### config.mk
export PLATFORM = sky130hd
export DESIGN_NAME = mem_hs_ctrl
export DESIGN_NICKNAME = d
export VERILOG_FILES = /design/src/rtl/mem_hs_pkg.sv /design/src/rtl/mem_hs_sync.sv /design/src/rtl/mem_hs_ctrl.sv
export SDC_FILE = /design/constraint.sdc
export NUM_CORES = 1
export LEC_CHECK = 0
export CORE_AREA = 3 3 77 79
export CTS_CLUSTER_DIAMETER = 200
export CTS_CLUSTER_SIZE = 40
export DETAILED_ROUTE_END_ITERATION = 16
export DIE_AREA = 0 0 80 82
export PLACE_DENSITY_LB_ADDON = 0.1
export SYNTH_ARGS = -nofsm -noshare
export SYNTH_HDL_FRONTEND = slang
export SYNTH_HIERARCHICAL = 1
export SYNTH_SLANG_ARGS = --single-unit
### constraint.sdc
create_clock -name CLK -period 1.85 [get_ports CLK]
set_input_delay 0.37 -clock CLK [delete_from_list [all_inputs] [get_ports CLK]]
set_output_delay 0.37 -clock CLK [all_outputs]
set_load 0.005 [all_outputs]
### src/rtl/mem_hs_pkg.sv
// Shared types and encodings for the mem_hs_ctrl 4-phase handshake responder.
package mem_hs_pkg;

  localparam int DATA_W = 8;
  localparam int NIB_W  = 4;
  localparam int CNT_W  = 3;

  typedef enum logic [2:0] {
    ST_RTZ,
    ST_IDLE,
    ST_WR,
    ST_WR_HOLD,
    ST_RD_WAIT,
    ST_RD_HOLD,
    ST_RD_RTZ
  } state_e;

  localparam logic [1:0] RW_IDLE = 2'b00;
  localparam logic [1:0] RW_WR   = 2'b01;
  localparam logic [1:0] RW_RD   = 2'b10;
  localparam logic [1:0] RW_BAD  = 2'b11;

endpackage

### src/rtl/mem_hs_sync.sv
// Parameterized-width 2-flop synchronizer; used by mem_hs_ctrl when MEM_HS_SYNC_EN is defined.
module mem_hs_sync #(
  parameter int W = 2
) (
  input  logic         clk_i,
  input  logic         rst_i,
  input  logic [W-1:0] d_i,
  output logic [W-1:0] q_o
);

  logic [W-1:0] meta_q;
  logic [W-1:0] sync_q;

  always_ff @(posedge clk_i) begin
    if (rst_i) begin
      meta_q <= '0;
      sync_q <= '0;
    end else begin
      meta_q <= d_i;
      sync_q <= meta_q;
    end
  end

  assign q_o = sync_q;

endmodule

### src/rtl/mem_hs_ctrl.sv
// 4-phase req/ack responder driving a single-port synchronous SRAM; all outputs registered.
// Define MEM_HS_SYNC_EN to pass RW/RDataAck through 2-flop synchronizers (+2 cycles latency).
//   state      | meaning
//   ST_RTZ     | wait for RW==00 and RDataAck==00 before accepting requests
//   ST_IDLE    | sample RW; latch address/data and fire the SRAM strobe
//   ST_WR      | write strobe cycle; raise Ack/WdataAck next
//   ST_WR_HOLD | write acknowledged, wait for RW==00
//   ST_RD_WAIT | count down SRAM read latency, then capture data
//   ST_RD_HOLD | read data presented, wait for RDataAck==11 (RW==00 aborts)
//   ST_RD_RTZ  | wait for RW==00 and RDataAck==00 to drop Ack
module mem_hs_ctrl
  import mem_hs_pkg::*;
#(
  parameter int ADDR_W = 17,
  parameter int DEPTH  = 131072,
  parameter int RD_LAT = 1
) (
  input  logic              CLK,
  input  logic              RST,
  input  logic [ADDR_W-1:0] A,
  input  logic [1:0]        RW,
  input  logic [NIB_W-1:0]  W1,
  input  logic [NIB_W-1:0]  W2,
  output logic [1:0]        WdataAck,
  output logic [NIB_W-1:0]  R1,
  output logic [NIB_W-1:0]  R2,
  input  logic [1:0]        RDataAck,
  output logic              Ack,
  output logic              ERR,
  output logic              sram_ce,
  output logic              sram_we,
  output logic [ADDR_W-1:0] sram_addr,
  output logic [DATA_W-1:0] sram_wdata,
  input  logic [DATA_W-1:0] sram_rdata
);

  localparam logic [31:0] DEPTH_U = 32'(DEPTH);

  logic [1:0] rw_s;
  logic [1:0] rdack_s;

`ifdef MEM_HS_SYNC_EN
  mem_hs_sync #(.W(4)) u_sync (
    .clk_i (CLK),
    .rst_i (RST),
    .d_i   ({RW, RDataAck}),
    .q_o   ({rw_s, rdack_s})
  );
`else
  assign rw_s    = RW;
  assign rdack_s = RDataAck;
`endif

  state_e              state_q, state_d;
  logic [CNT_W-1:0]    cnt_q, cnt_d;
  logic                ce_q, ce_d, we_q, we_d;
  logic                ack_q, ack_d, err_q, err_d, oor_q, oor_d;
  logic [1:0]          wdack_q, wdack_d;
  logic [DATA_W-1:0]   rdata_q, rdata_d, wdata_q, wdata_d;
  logic [ADDR_W-1:0]   addr_q, addr_d;
  logic [31:0]         addr_ext;
  logic                in_range;

  assign addr_ext = 32'(A);
  assign in_range = addr_ext < DEPTH_U;

  always_ff @(posedge CLK) begin
    if (RST) begin
      state_q <= ST_RTZ;
      cnt_q   <= '0;
      ce_q    <= 1'b0;
      we_q    <= 1'b0;
      ack_q   <= 1'b0;
      err_q   <= 1'b0;
      oor_q   <= 1'b0;
      wdack_q <= 2'b00;
      rdata_q <= '0;
      wdata_q <= '0;
      addr_q  <= '0;
    end else begin
      state_q <= state_d;
      cnt_q   <= cnt_d;
      ce_q    <= ce_d;
      we_q    <= we_d;
      ack_q   <= ack_d;
      err_q   <= err_d;
      oor_q   <= oor_d;
      wdack_q <= wdack_d;
      rdata_q <= rdata_d;
      wdata_q <= wdata_d;
      addr_q  <= addr_d;
    end
  end

  always_comb begin
    state_d = state_q;
    case (state_q)
      ST_RTZ:     if (rw_s == RW_IDLE && rdack_s == 2'b00) state_d = ST_IDLE;
      ST_IDLE: begin
        if (rw_s == RW_WR)      state_d = ST_WR;
        else if (rw_s == RW_RD) state_d = ST_RD_WAIT;
      end
      ST_WR:      state_d = ST_WR_HOLD;
      ST_WR_HOLD: if (rw_s == RW_IDLE) state_d = ST_IDLE;
      ST_RD_WAIT: if (cnt_q == '0) state_d = ST_RD_HOLD;
      ST_RD_HOLD: begin
        if (rdack_s == 2'b11)     state_d = ST_RD_RTZ;
        else if (rw_s == RW_IDLE) state_d = ST_RTZ;
      end
      ST_RD_RTZ:  if (rw_s == RW_IDLE && rdack_s == 2'b00) state_d = ST_IDLE;
      default:    state_d = ST_RTZ;
    endcase
  end

  always_comb begin
    ce_d    = 1'b0;
    we_d    = 1'b0;
    ack_d   = ack_q;
    err_d   = err_q;
    oor_d   = oor_q;
    wdack_d = wdack_q;
    rdata_d = rdata_q;
    wdata_d = wdata_q;
    addr_d  = addr_q;
    cnt_d   = cnt_q;
    case (state_q)
      ST_IDLE: begin
        if (rw_s == RW_WR || rw_s == RW_RD) begin
          addr_d = A;
          oor_d  = !in_range;
          ce_d   = in_range;
          we_d   = in_range && (rw_s == RW_WR);
          err_d  = err_q | !in_range;
          if (rw_s == RW_WR) wdata_d = {W2, W1};
          else               cnt_d   = CNT_W'(RD_LAT);
        end else if (rw_s == RW_BAD) begin
          err_d = 1'b1;
        end
      end
      ST_WR: begin
        ack_d   = 1'b1;
        wdack_d = 2'b11;
      end
      ST_WR_HOLD: begin
        if (rw_s == RW_IDLE) begin
          ack_d   = 1'b0;
          wdack_d = 2'b00;
        end
      end
      ST_RD_WAIT: begin
        if (cnt_q == '0) begin
          ack_d   = 1'b1;
          rdata_d = oor_q ? '0 : sram_rdata;
        end else begin
          cnt_d = cnt_q - CNT_W'(1);
        end
      end
      // Requester dropped RW before taking the data: abort and resync via RTZ.
      ST_RD_HOLD: begin
        if (rdack_s != 2'b11 && rw_s == RW_IDLE) begin
          ack_d   = 1'b0;
          rdata_d = '0;
          err_d   = 1'b1;
        end
      end
      ST_RD_RTZ: begin
        if (rw_s == RW_IDLE && rdack_s == 2'b00) begin
          ack_d   = 1'b0;
          rdata_d = '0;
        end
      end
      default: ;
    endcase
  end

  assign Ack        = ack_q;
  assign ERR        = err_q;
  assign WdataAck   = wdack_q;
  assign R1         = rdata_q[NIB_W-1:0];
  assign R2         = rdata_q[DATA_W-1:NIB_W];
  assign sram_ce    = ce_q;
  assign sram_we    = we_q;
  assign sram_addr  = addr_q;
  assign sram_wdata = wdata_q;

endmodule

==> results.py <==
metrics = {
    "outcome": {
        "outcome": "finished, final reports clean",
    },
    "grt": {
        "antenna_found_initial": 0,
        "grt_overflow": 0,
        "grt.total_usage": 0.1562,
        "grt_pass1_vias": 1722,
        "grt_max_degree": 31,
        "grt_pass1_wl_um": 8010,
    },
    "hold_path": {
        "hold_depth": 2,
        "hp-start": "sram_addr[4]$_SDFFE_PP0P_",
        "min_to": "sram_addr[4]$_SDFFE_PP0P_",
        "min_path_type": "reg -> reg",
    },
    "yosys": {
        "synth.area.top_cells": "dfxtp_1 43%, a21oi_1 7.6%, nand2_1 6.8%",
        "async_flop_share": 0,
        "synth_top_area_frac": 0.4335,
        "ys_types": 39,
        "synth-main-ff-cell": "dfxtp_1",
        "syn_inst": 242,
        "ys_seq_area_frac": 0.4335,
        "ys_warn_count": 6,
        "synth_top_cell_by_area": "dfxtp_1",
        "syn_nets": 287,
        "synthTopCellsByCount": "44 x dfxtp_1, 37 x nand2_1, 31 x a21oi_1",
        "ys_ff_latch": 44,
        "yosysMostFrequentCell": "dfxtp_1",
        "syn_avg_cell_area_um2": 8.396,
        "synth.cell_area_um2": 2032,
        "synth_edf_count": 0,
    },
    "detailed_routing": {
        "ant_nets": 0,
        "drc": 0,
        "vias": 1932,
        "drt-pass1-iter-count": 4,
        "drtIter0Drc": 37,
        "wire_per_inst_um": 12.70,
        "vias_per_cell": 4.759,
        "wl_um": 5156,
    },
    "setup_path": {
        "arrival_ns": 2.03,
        "cpPeakStageDelay_ns": 0.47,
        "cp.buffers_inverters": 3,
        "worstPathMaxFanout": 4,
        "critPathRequiredTime_ns": 2.07,
        "slowest_stage": "clkdlybuf4s50_1",
        "crit_chain": "clkdlybuf4s50_1, inv_2, ha_4, nor3b_2, buf_4, a221o_1, o211ai_2, mux2i_1",
        "crit_family": "buffers and inverters",
        "cp-start-kind": "input port",
        "cp-end-kind": "register",
        "rr_endpoint": "state_q[1]$_SDFFE_PP0P_",
        "r2r-start": "cnt_q[0]$_SDFFE_PP0P_",
        "reg2reg_slack_ns": 0.09,
        "crit_type": "in -> reg",
        "ff2ff_path_depth": 7,
    },
    "run": {
        "drv_cap": 0,
    },
    "floorplan": {
        "placement_rows": 27,
        "fp.dieH_um": 82,
        "ios": 78,
        "die_w_um": 80,
        "die_area_um2": 6560,
        "core_um2": 5405,
        "start_util": 0.3759,
    },
    "timing": {
        "fin_crit_sh": 0.9772,
        "fin_setup_tns_ns": 0,
        "setup_viol": 0,
        "tightest_slew_ns": 0.4591,
        "slew_headroom": 0.6940,
        "finClkSkew_ns": 0.006588,
        "fin_crit_ns": 1.808,
        "slew_viol_final": 0,
        "final-hold-violation-count": 0,
        "timing.fmax_ghz": 0.5532,
        "rsz0062_at_grt": "no",
    },
    "power": {
        "clkPwrFrac": 0.292,
        "p_sw_frac": 0.2487,
        "power_switching_uw": 479.4,
        "seq_power_share": 0.518,
        "p_comb_frac": 0.190,
        "intPower_uw": 1448,
        "p_leak_uw": 0.001101,
        "powerDensity_nw_per_um2": 611.9,
        "ir_drop_mv": 0.3574,
    },
    "cells_and_area": {
        "design_area_um2": 3151,
        "antenna_cells": 0,
        "num-nets-final": 379,
        "drive_above_1_share": 0.1407,
        "area_growth_pct": 55.05,
    },
    "placement": {
        "placed_area_um2": 3014,
        "dp.final_hpwl_um": 3785,
        "gp_congestion": 0.8550,
        "io_buffers": 77,
    },
    "clocking": {
        "ctsHtreeMaxLevel": 2,
        "clock_path_buffers": 2,
        "clkSlewWorstSetupHoldPaths_ns": 0.08,
        "insertion_delay_ns": 0.29,
        "clock-sinks": 44,
        "cts_buffers": 5,
        "cts_tree": "yes",
        "cts_root_buf": "clkbuf_8",
    },
}
-- how the worst max path moves through the flow --
stage / startpoint / end / slack (ns) / cells past startpoint
floorplan: cnt_q[0]$_SDFFE_PP0P_ / state_q[1]$_SDFFE_PP0P_ / 0.1 / 7
global placement: RW[0] / cnt_q[2]$_SDFFE_PP0P_ / -0.32 / 7
detailed placement: RW[0] / Ack$_SDFFE_PP0P_ / -0.33 / 8
CTS: RW[1] / state_q[1]$_SDFFE_PP0P_ / 0.02 / 8
global route: cnt_q[0]$_SDFFE_PP0P_ / state_q[1]$_SDFFE_PP0P_ / 0.006 / 7
finish: RW[1] / state_q[1]$_SDFFE_PP0P_ / 0.04 / 8
-- area by class of cell --
class | instances | area (um2)
Inverter | 7 | 26.28
Multi-Input combinational cell | 176 | 1109
Sequential cell | 44 | 882.1
Clock inverter | 2 | 12.51
Clock buffer | 5 | 68.82
Timing Repair Buffer | 100 | 962.2
Tap cell | 72 | 90.09
Fill cell | 505 | 2255
-- metrics by stage --
stage / total power, uW / std cells / hold slack (ns) / util / setup WS, ns
2_1_floorplan: 1167 / 242 / 0.4527 / - / 0.09561
6_report: 1928 / 406 / 0.4554 / 0.5829 / 0.04222
3_3_place_gp: 1375 / 399 / 0.4421 / 0.5576 / -0.3206
5_1_grt: 2031 / 406 / 0.4818 / 0.5829 / 0.006433
4_1_cts: 1956 / 406 / 0.4573 / 0.5762 / 0.01660
3_5_place_dp: 1376 / 399 / 0.4476 / 0.5576 / -0.3277
-- tightest hold or removal path, cell delays in order, from the launching register on --
cell and delay [ns]:
dfxtp_1 0.31, nand2_1 0.05, a21oi_1 0.05
-- cell usage in the layout (no fill, tap or decap), drive strengths merged, types with 2 or more instances in the layout --
cell type       n
a21oi          31
a31oi           3
mux2i          10
clkdlybuf4s50  75
dfxtp          44
nand2          37
o21a            2
nor2           19
nor2b           5
nand3           2
buf            24
ha              6
nor3b          12
inv             7
and2            2
nor3            3
clkbuf          5
or4b            2
nand2b         14
a211oi          2
o21bai          2
o21ai          10
and3            2
-- power by group through the flow --
stage | clock network (uW) | registers (uW) | logic (uW)
global route | 628 | 1000 | 400
global placement | 0 | 1020 | 358
detailed placement | 0 | 1020 | 357
CTS | 596 | 997 | 364
floorplan | 0 | 1020 | 151
finish | 563 | 998 | 367
-- registers in the layout, indices dropped and copies added (netlist names) --
signal	cells
Ack	1
ERR	1
WdataAck	1
cnt_q	3
rdata_q	8
sram_addr	17
sram_ce	1
sram_wdata	8
sram_we	1
state_q	3
-- metal layers --
layer / track usage / wire length (um)
met2: 0.2558 / 2462
met3: 0.06031 / 416
met5: 0 / 0
met4: 0.04054 / 29
met1: 0.1924 / 2247
-- logic make-up (layout without fill, tap and decap cells) --
family                   Yosys count  after routing  share of synthesized area
AO/OA/AOI/OAI                     58             58                     0.1712
flip-flops                        44             44                     0.4335
adder cells (fa/ha/maj)            6              6                    0.03694
multiplexers                      10             10                    0.04926
AND/OR/NAND/NOR                  102            102                     0.2611
buffers and inverters             22            114                    0.04803
-- repair_timing --
action,4_1_cts,5_1_grt
buffers inserted,0,0
setup endpoints to repair,5,15
gates resized for setup,6,8
hold buffers,0,0
pin swaps,1,3
(Power assumes the default switching activity.)
